[src/rtl/usb_tx_pkg.sv]
// Shared types and constants for the USB transmit packet sequencer.
package usb_tx_pkg;

  typedef enum logic [2:0] {
    StIdle,
    StSync,
    StData,
    StStuff,
    StEopSe0,
    StEopJ
  } tx_state_t;

  localparam logic [7:0]  SYNC_PATTERN = 8'h80;
  localparam int unsigned STUFF_LIMIT  = 6;
  localparam int unsigned EOP_SE0_BITS = 2;

endpackage

[src/rtl/usb_tx_controller_if.sv]
// Byte handshake from the packet buffer plus bit strobes toward the NRZI encoder.
interface usb_tx_controller_if;
  logic       tx_start;
  logic [7:0] tx_byte;
  logic       tx_byte_valid;
  logic       tx_last;
  logic       tx_byte_ack;
  logic       enc_data;
  logic       enc_ready;
  logic       enc_eop;
  logic       busy;
  logic       tx_underrun;

  // master: packet buffer / encoder side; slave: the sequencer
  modport master (
    output tx_start, tx_byte, tx_byte_valid, tx_last,
    input  tx_byte_ack, enc_data, enc_ready, enc_eop, busy, tx_underrun
  );

  modport slave (
    input  tx_start, tx_byte, tx_byte_valid, tx_last,
    output tx_byte_ack, enc_data, enc_ready, enc_eop, busy, tx_underrun
  );
endinterface

[src/rtl/usb_bit_timer.sv]
// Free-running bit-period timer; end_of_period marks the last clk of each USB bit period.
module usb_bit_timer #(
  parameter int unsigned CLKS_PER_BIT = 8
) (
  input  logic clk,
  input  logic rst,
  input  logic clear,
  input  logic enable,
  output logic end_of_period
);

  localparam int unsigned CntW = (CLKS_PER_BIT > 1) ? $clog2(CLKS_PER_BIT) : 1;
  localparam logic [CntW-1:0] CntMax = CntW'(CLKS_PER_BIT - 1);

  logic [CntW-1:0] cnt_q, cnt_d;

  always_comb begin
    cnt_d = cnt_q;
    if (clear) begin
      cnt_d = '0;
    end else if (enable) begin
      cnt_d = (cnt_q == CntMax) ? '0 : cnt_q + 1'b1;
    end
  end

  always_ff @(posedge clk) begin
    if (rst) cnt_q <= '0;
    else     cnt_q <= cnt_d;
  end

  assign end_of_period = enable && !clear && (cnt_q == CntMax);

endmodule

[src/rtl/usb_tx_controller.sv]
// USB transmit packet sequencer: SYNC, LSB-first bit-stuffed payload, then EOP, one bit per period.
module usb_tx_controller
  import usb_tx_pkg::*;
#(
  parameter int unsigned CLKS_PER_BIT = 8
) (
  input logic               clk,
  input logic               rst,
  usb_tx_controller_if.slave bus
);

  tx_state_t  state_q, state_d;
  logic [7:0] shift_q, shift_d;
  logic       last_q, last_d;
  logic [2:0] bit_idx_q, bit_idx_d;
  logic [2:0] ones_q, ones_d;
  logic       idle_hold_q, idle_hold_d;

  logic       eop;
  logic       adv;
  logic       load;
  logic       ack;
  logic       und;
  logic [2:0] ones_inc;

  usb_bit_timer #(
    .CLKS_PER_BIT(CLKS_PER_BIT)
  ) u_bit_timer (
    .clk          (clk),
    .rst          (rst),
    .clear        (state_q == StIdle),
    .enable       (state_q != StIdle),
    .end_of_period(eop)
  );

  always_comb begin
    state_d     = state_q;
    shift_d     = shift_q;
    last_d      = last_q;
    bit_idx_d   = bit_idx_q;
    ones_d      = ones_q;
    idle_hold_d = 1'b0;
    adv         = 1'b0;
    load        = 1'b0;
    ack         = 1'b0;
    und         = 1'b0;
    ones_inc    = ones_q + 3'd1;

    unique case (state_q)
      StIdle: begin
        // idle_hold_q blocks a restart on the very cycle IDLE is re-entered
        if (bus.tx_start && !idle_hold_q) begin
          state_d   = StSync;
          bit_idx_d = '0;
          ones_d    = '0;
        end
      end
      StSync: begin
        if (eop) begin
          ones_d = SYNC_PATTERN[bit_idx_q] ? ones_inc : '0;
          if (bit_idx_q == 3'd7) load = 1'b1;
          else                   bit_idx_d = bit_idx_q + 3'd1;
        end
      end
      StData: begin
        if (eop) begin
          if (shift_q[0] && (ones_inc == 3'(STUFF_LIMIT))) begin
            state_d = StStuff;
            ones_d  = '0;
          end else begin
            ones_d = shift_q[0] ? ones_inc : '0;
            adv    = 1'b1;
          end
        end
      end
      StStuff: begin
        ones_d = '0;
        if (eop) adv = 1'b1;
      end
      StEopSe0: begin
        if (eop) begin
          if (bit_idx_q == 3'(EOP_SE0_BITS - 1)) begin
            state_d   = StEopJ;
            bit_idx_d = '0;
          end else begin
            bit_idx_d = bit_idx_q + 3'd1;
          end
        end
      end
      StEopJ: begin
        if (eop) begin
          state_d     = StIdle;
          idle_hold_d = 1'b1;
        end
      end
      default: state_d = StIdle;
    endcase

    // A data bit (and its stuff bit, if any) is complete: move on within or past the byte.
    if (adv) begin
      if (bit_idx_q == 3'd7) begin
        if (last_q) begin
          state_d   = StEopSe0;
          bit_idx_d = '0;
        end else begin
          load = 1'b1;
        end
      end else begin
        shift_d   = {1'b0, shift_q[7:1]};
        bit_idx_d = bit_idx_q + 3'd1;
        state_d   = StData;
      end
    end

    if (load) begin
      bit_idx_d = '0;
      if (bus.tx_byte_valid) begin
        shift_d = bus.tx_byte;
        last_d  = bus.tx_last;
        ack     = 1'b1;
        state_d = StData;
      end else begin
        und     = 1'b1;
        state_d = StEopSe0;
      end
    end
  end

  always_ff @(posedge clk) begin
    if (rst) begin
      state_q     <= StIdle;
      shift_q     <= '0;
      last_q      <= 1'b0;
      bit_idx_q   <= '0;
      ones_q      <= '0;
      idle_hold_q <= 1'b0;
    end else begin
      state_q     <= state_d;
      shift_q     <= shift_d;
      last_q      <= last_d;
      bit_idx_q   <= bit_idx_d;
      ones_q      <= ones_d;
      idle_hold_q <= idle_hold_d;
    end
  end

  always_comb begin
    bus.enc_data = 1'b0;
    unique case (state_q)
      StSync:  bus.enc_data = SYNC_PATTERN[bit_idx_q];
      StData:  bus.enc_data = shift_q[0];
      default: bus.enc_data = 1'b0;
    endcase
  end

  assign bus.enc_ready   = eop && (state_q inside {StSync, StData, StStuff});
  assign bus.enc_eop     = (state_q == StEopSe0);
  assign bus.busy        = (state_q != StIdle);
  assign bus.tx_byte_ack = ack;
  assign bus.tx_underrun = und;

endmodule

[src/flat_wrapper.sv]
// flat-port wrapper written by rule: the top's interface ports become plain ports
module usb_tx_controller_flat import usb_tx_pkg::*;
#(
  parameter int unsigned CLKS_PER_BIT = 8
)
  (clk, rst, bus_tx_start, bus_tx_byte, bus_tx_byte_valid, bus_tx_last, bus_tx_byte_ack, bus_enc_data, bus_enc_ready, bus_enc_eop, bus_busy, bus_tx_underrun);
  usb_tx_controller_if bus_i ();
  input logic clk;
  input logic rst;
  input wire logic [$bits(bus_i.tx_start)-1:0] bus_tx_start;
  input wire logic [$bits(bus_i.tx_byte)-1:0] bus_tx_byte;
  input wire logic [$bits(bus_i.tx_byte_valid)-1:0] bus_tx_byte_valid;
  input wire logic [$bits(bus_i.tx_last)-1:0] bus_tx_last;
  output wire logic [$bits(bus_i.tx_byte_ack)-1:0] bus_tx_byte_ack;
  output wire logic [$bits(bus_i.enc_data)-1:0] bus_enc_data;
  output wire logic [$bits(bus_i.enc_ready)-1:0] bus_enc_ready;
  output wire logic [$bits(bus_i.enc_eop)-1:0] bus_enc_eop;
  output wire logic [$bits(bus_i.busy)-1:0] bus_busy;
  output wire logic [$bits(bus_i.tx_underrun)-1:0] bus_tx_underrun;
  assign bus_i.tx_start = bus_tx_start;
  assign bus_i.tx_byte = bus_tx_byte;
  assign bus_i.tx_byte_valid = bus_tx_byte_valid;
  assign bus_i.tx_last = bus_tx_last;
  assign bus_tx_byte_ack = bus_i.tx_byte_ack;
  assign bus_enc_data = bus_i.enc_data;
  assign bus_enc_ready = bus_i.enc_ready;
  assign bus_enc_eop = bus_i.enc_eop;
  assign bus_busy = bus_i.busy;
  assign bus_tx_underrun = bus_i.tx_underrun;
  usb_tx_controller #(.CLKS_PER_BIT(CLKS_PER_BIT)) u_core (.clk(clk), .rst(rst), .bus(bus_i));
endmodule
[config.mk]
export PLATFORM = sky130hd
export DESIGN_NAME = usb_tx_controller_flat
export DESIGN_NICKNAME = d
export VERILOG_FILES = /design/src/rtl/usb_tx_pkg.sv /design/src/rtl/usb_tx_controller_if.sv /design/src/rtl/usb_bit_timer.sv /design/src/rtl/usb_tx_controller.sv /design/src/flat_wrapper.sv
export SDC_FILE = /design/constraint.sdc
export NUM_CORES = 1
export LEC_CHECK = 0
export ABC_AREA = 1
export BUFFER_PORTS_ARGS = -buffer_cell sky130_fd_sc_hd__buf_2
export CELL_PAD_IN_SITES_DETAIL_PLACEMENT = 1
export CELL_PAD_IN_SITES_GLOBAL_PLACEMENT = 1
export CORE_MARGIN = 4
export CORE_UTILIZATION = 35
export CTS_CLUSTER_DIAMETER = 50
export CTS_CLUSTER_SIZE = 8
export DETAILED_ROUTE_END_ITERATION = 12
export PLACE_DENSITY = 0.82
export SLEW_MARGIN = 20
export SYNTH_ARGS = -nofsm -noshare
export SYNTH_HDL_FRONTEND = slang
export SYNTH_SLANG_ARGS = --single-unit
[constraint.sdc]
create_clock -name clk -period 1.9 [get_ports clk]
set_clock_uncertainty 0.1 [all_clocks]
set_input_delay 0.38 -clock clk [delete_from_list [all_inputs] [get_ports clk]]
set_output_delay 0.38 -clock clk [all_outputs]
set_load 0.05 [all_outputs]
==> results.ini, run 1 <==
[run_status]
outcome=complete, but fails checks
failed_checks=setup timing

[floorplanning]
die_height_um=75.1
die_width_um=75.1
coreArea_mm2=0.00435
io-pin-count=19
start_util_pct=36.1
num_rows=24
die_area_mm2=0.00563

[global_route]
antenna_found_initial=0
grt.overflow.total=0
grt_usage_pct=17.7
grt_pass1_wl_um=7720
grt_pass1_vias=1689
grt_max_degree=14

[clock_tree]
hold_buffers=0
worstSkewPairLatency_ps=280
clockBufferDepth=2
cts.clk_slew.worst_paths_ps=90
cts_tree=yes
cts_sinks=23
cts-htree-levels=1
root_buffer=clkbuf_8
cts-buffers-inserted=3

[power]
powerDensity_mw_per_mm2=430
ir_drop_uv=311
leakage_nw=1.00

[route]
postRouteWirelength_um=5200
vias=1713
ant_nets=0
firstDrtPassIters=4
drcViolationCount=0
viasPerCell=4.94
post_drt_wl_per_cell_um=15.0
drt_iter0_drc=43

[layout]
fin_nets=317
n_fill_cell=580
regArea_um2=473
areaGrowthSynthToFinish_pct=33.1
drive_gt1_share_pct=31.5
antenna_cells=0
stdcell_count=347
multi_input_area_mm2=0.00103

[critical_path]
rr_worst_depth=12
crit_path_start_kind=register
crit_required_ps=1420
end_kind=output pin
cp_max_fo=4
crit_arrival_ps=1630
path_class=reg2out

[synth]
synth_top_area_share_pct=29.3
yosysWarnings=0
ys_types=25
synth.avg_cell_area_um2=6.22
yosysTopAreaCell=dfxtp_1
synthCells=253
yosysSeqAreaShare_pct=29.3
ys_seq_elements=23
synth_top_cells_by_area=dfxtp_1 29%, nand2_1 20%, nor2_1 8.3%, inv_1 8.1%, ha_1 6.4%
synth_nets=274
synthesis.area_mm2=0.00157

[timing]
fin_crit_sh_pct=111
hold_violations=0
tns_ps=-553
whs_ps=221
rsz0062_at_grt=yes
max_freq_mhz=473
setup_ws_ps=-214
tightest_slew_ps=318
drv_slew=0
setup_violations=4
slew_headroom_pct=78.7
period_needed_ps=2110

[placed_design]
gp_congestion=0.813
dp.cells=336
port_buffers=18
dpl.hpwl_um=3530

[run]
maxCapViolations=0

[min_path]
hold_class=in2reg
worstHoldPathCells=3

[report_power, final]
part	internal, mW	switching, mW	leakage, nW
Clock	0.147	0.176	0.0255
Combinational	0.0311	0.0590	0.787
Sequential	0.483	0.00560	0.189
[area by class of cell]
class | instances | area share (%)
clock buffer | 3 | 1.97
multi-input combinational | 186 | 49.4
sequential | 23 | 22.6
clock inverter | 1 | 0.239
inverter | 40 | 8.06
tap | 52 | 3.11
timing repair buffer | 42 | 14.6
[worst paths after layout]
path,to,slack (ps),startpoint
setup reg to reg,register,50,u_core.u_bit_timer.cnt_q[0]
hold / removal,u_core.shift_q[2],220,bus_tx_byte[2]
hold reg to reg,u_core.u_bit_timer.cnt_q[0],360,u_core.u_bit_timer.cnt_q[0]
setup / recovery,bus_tx_underrun,-210,u_core.u_bit_timer.cnt_q[0]
[per-layer routing]
metal	share of wire, %	vias to the layer above	wire [µm]	GRT usage, %
met1	43	818	2250	23.3
li1	-	868	-	-
met3	2.3	5	118	1.74
met4	0.77	0	40	3.95
met2	54	22	2790	31.2
met5	0	-	0	0
[synthesized netlist by cell type (all sizes together)]
library cell / count
a21oi: 7
a31oi: 1
buf: 4
clkinv: 2
dfxtp: 23
ha: 8
inv: 38
nand2: 88
nand3: 16
nand3b: 6
nand4: 3
nor2: 39
nor3: 5
o211ai: 3
o21ai: 9
o22ai: 1
[stage by stage]
step / worst slack [ps] / total power, mW / util (%) / instance area, µm²
3_5_place_dp: -36.3 / 0.586 / 42.7 / 1860
6_report: -214 / 0.901 / 48.1 / 2090
3_3_place_gp: 33.1 / 0.584 / 42.7 / 1860
4_1_cts: -173 / 0.895 / 46.1 / 2010
5_1_grt: -279 / 0.932 / 48.1 / 2090
2_1_floorplan: 39.6 / 0.554 / - / 1600
[sequential cells by signal, summed over array words and instances, names as in the netlist, named ones only]
signal / cells
u_core.last_q: 1
u_core.idle_hold_q: 1
u_core.u_bit_timer.cnt_q: 3
u_core.ones_q: 3
u_core.state_q: 3
u_core.bit_idx_q: 3
u_core.shift_q: 8
[critical path: stages, from the launching register on]
cell and delay [ps]:
dfxtp_2 360, ha_4 160, ha_4 170, inv_4 50, nor2_4 120, nand4_4 110, nand2_4 120, nand2_4 70
clkinvlp_4 70, buf_8 130
[layout by cell type, fill, tap and decap left out, drive strengths merged, types with 5 or more instances in the layout]
cell / netlist / routed
buf: 4 / 42
o21ai: 9 / 9
nor2: 39 / 39
inv: 38 / 37
ha: 8 / 8
dfxtp: 23 / 23
nor3: 5 / 5
nand2: 88 / 88
a21oi: 7 / 7
nand3: 16 / 16
nand3b: 6 / 6
[what timing repair did]
item | CTS | global route
setup endpoints to repair | 7 | 16
setup buffers | 4 | 3
gates resized for setup | 21 | 25
pin swaps | 4 | 6
[cells by family (layout without fill, tap and decap cells)]
| family | Yosys count | after routing | share of synthesized area, % |
|---|---|---|---|
| AO/OA/AOI/OAI | 21 | 21 | 7.31 |
| adder cells (fa/ha/maj) | 8 | 8 | 6.36 |
| buffers and inverters | 44 | 86 | 11.6 |
| flip-flops | 23 | 23 | 29.3 |
| AND/OR/NAND/NOR | 157 | 157 | 45.5 |
No activity file was read; power rests on OpenSTA's default activity.
==> inputs of run 2 (changes only) <==
Settings changed: CORE_UTILIZATION 35 to 36, PLACE_DENSITY 0.82 to 0.84, SLEW_MARGIN 20 to not set.
==> run 2 against run 1 <==
  * The run still ends with setup timing left
  * Worst hold slack improved by 10 ps
  * Sequential share of layout area decreased by 0.20 points
  * Combinational power rose by 8.1%
  * First-iteration DRC count up 44%
  * Non-clock buffer count decreased by 1
  * Total power about the same
  * Critical path depth unchanged
  * Via count is 0.41% lower
  * Die area down 2.5%
  * Critical path type unchanged
  * Largest cell class unchanged
==> results.ini, run 2 (synthesized netlist as in run 1, its figures left out) <==
[placed_design]
port_buffers=18
gp_congestion=0.827
dp.cells=333
dpl-instance-area_mm2=0.00185
dpl.hpwl_um=3530

[clock_tree]
root_buffer=clkbuf_8
cts_tree=yes
cts-buffers-inserted=3
clockBufferDepth=2
cts.clk_slew.worst_paths_ps=90
cts-htree-levels=1
worstSkewPairLatency_ps=260
cts_sinks=23

[power]
p_comb_share_pct=10.8
p_int_mw=0.673
p_clk_share_pct=34.6
leakage_nw=0.999
ir_drop_uv=309
switchingPower_mw=0.229
switching_share_pct=25.4
powerDensity_mw_per_mm2=431
pwr-share-seq_pct=54.6

[run]
maxCapViolations=0

[route]
drt_iter0_drc=62
post_drt_wl_per_cell_um=14.4
viasPerCell=4.96
drcViolationCount=0
ant_nets=0
postRouteWirelength_um=4950
vias=1706
firstDrtPassIters=4

[timing]
setup_violations=3
hold_violations=0
setup_ws_ps=-164
tightest_slew_ps=369
rsz0062_at_grt=yes
slew_headroom_pct=75.3
period_needed_ps=2060
whs_ps=231
max_freq_mhz=484
fin_crit_sh_pct=109
drv_slew=0

[global_route]
grt_pass1_wl_um=8310
grt_pass1_vias=1762
grt.overflow.total=0
grt_max_degree=13
antenna_found_initial=0
grt_usage_pct=19.6

[critical_path]
end_kind=output pin
crit_arrival_ps=1580
cp_max_fo=4
crit_required_ps=1420
crit_path_start_kind=register
path_class=reg2out

[layout]
antenna_cells=0
final_area_mm2=0.00209
final_cell_mix=80 x nand2_1, 34 x nor2_1, 29 x inv_1, 23 x buf_4, 17 x dfxtp_1
stdcell_count=344
n_fill_cell=557
layout_commonest_cell=nand2_1
areaGrowthSynthToFinish_pct=32.8
regMostFlops=u_core.shift_q
largest_reg_flops=8
drive_gt1_share_pct=29.9
fin_nets=316

[floorplanning]
die_area_mm2=0.00549
io-pin-count=19
die_height_um=74.1
start_util_pct=38.2
num_rows=23
coreArea_mm2=0.00412
die_width_um=74.1

[run_status]
outcome=complete, but fails checks
failed_checks=setup timing

[min_path]
hold_class=in2reg

run 2: final cells by class:
| cell class | count | area [µm²] | share of cell area [%] |
|---|---|---|---|
| clock buffer | 4 | 45.0 | 2.15 |
| inverter | 40 | 169 | 8.08 |
| multi-input combinational | 186 | 1050 | 50.1 |
| sequential | 23 | 468 | 22.4 |
| tap | 50 | 62.6 | 2.99 |
| timing repair buffer | 41 | 298 | 14.2 |
run 2: critical path, cell delays in order, from the launching register on:
cell	delay, ps
dfxtp_2	370
ha_4	140
ha_4	150
inv_4	40
nor2_4	110
nand4_4	130
nand2_4	120
nand2_4	60
clkinvlp_4	70
buf_8	130
run 2: metrics by stage:
stage | TNS (ps) | util (%) | setup slack [ps] | power, mW
6_report | -354 | 50.8 | -164 | 0.901
5_1_grt | -643 | 50.8 | -254 | 0.945
4_1_cts | -363 | 48.5 | -165 | 0.898
3_5_place_dp | -33.4 | 45.0 | -28.0 | 0.586
3_3_place_gp | 0 | 45.0 | 34.1 | 0.583
2_1_floorplan | 0 | - | 39.6 | 0.554
run 2: repair_timing:
item | in CTS | in global routing
setup buffers | 3 | 6
resized for setup | 25 | 18
endpoints found under the setup margin | 5 | 18
hold buffers | 0 | 0
pin swaps | 8 | 18
run 2: power groups by stage:
stage / clock, mW / combinational [mW] / sequential, mW
4_1_cts: 0.319 / 0.0871 / 0.492
3_3_place_gp: 0 / 0.0823 / 0.501
5_1_grt: 0.344 / 0.108 / 0.493
6_report: 0.312 / 0.0974 / 0.492
2_1_floorplan: 0 / 0.0536 / 0.500
3_5_place_dp: 0 / 0.0843 / 0.501
run 2: per-layer routing:
metal | track usage, % | share of wire, % | up-vias
li1 | - | - | 870
met1 | 23.1 | 43 | 800
met2 | 37.3 | 51 | 28
met3 | 2.43 | 3.4 | 8
met4 | 4.63 | 1.8 | 0
met5 | 0 | 0 | -
run 2: final timing paths:
check	start	end	slack, ps	cells after the start
max	u_core.u_bit_timer.cnt_q[0]	bus_tx_underrun	-160	9
min reg2reg	u_core.u_bit_timer.cnt_q[0]	u_core.u_bit_timer.cnt_q[0]	370	1
min	bus_tx_byte[2]	u_core.shift_q[2]	230	3
max reg2reg	u_core.u_bit_timer.cnt_q[0]	u_core.state_q[1]	90	11
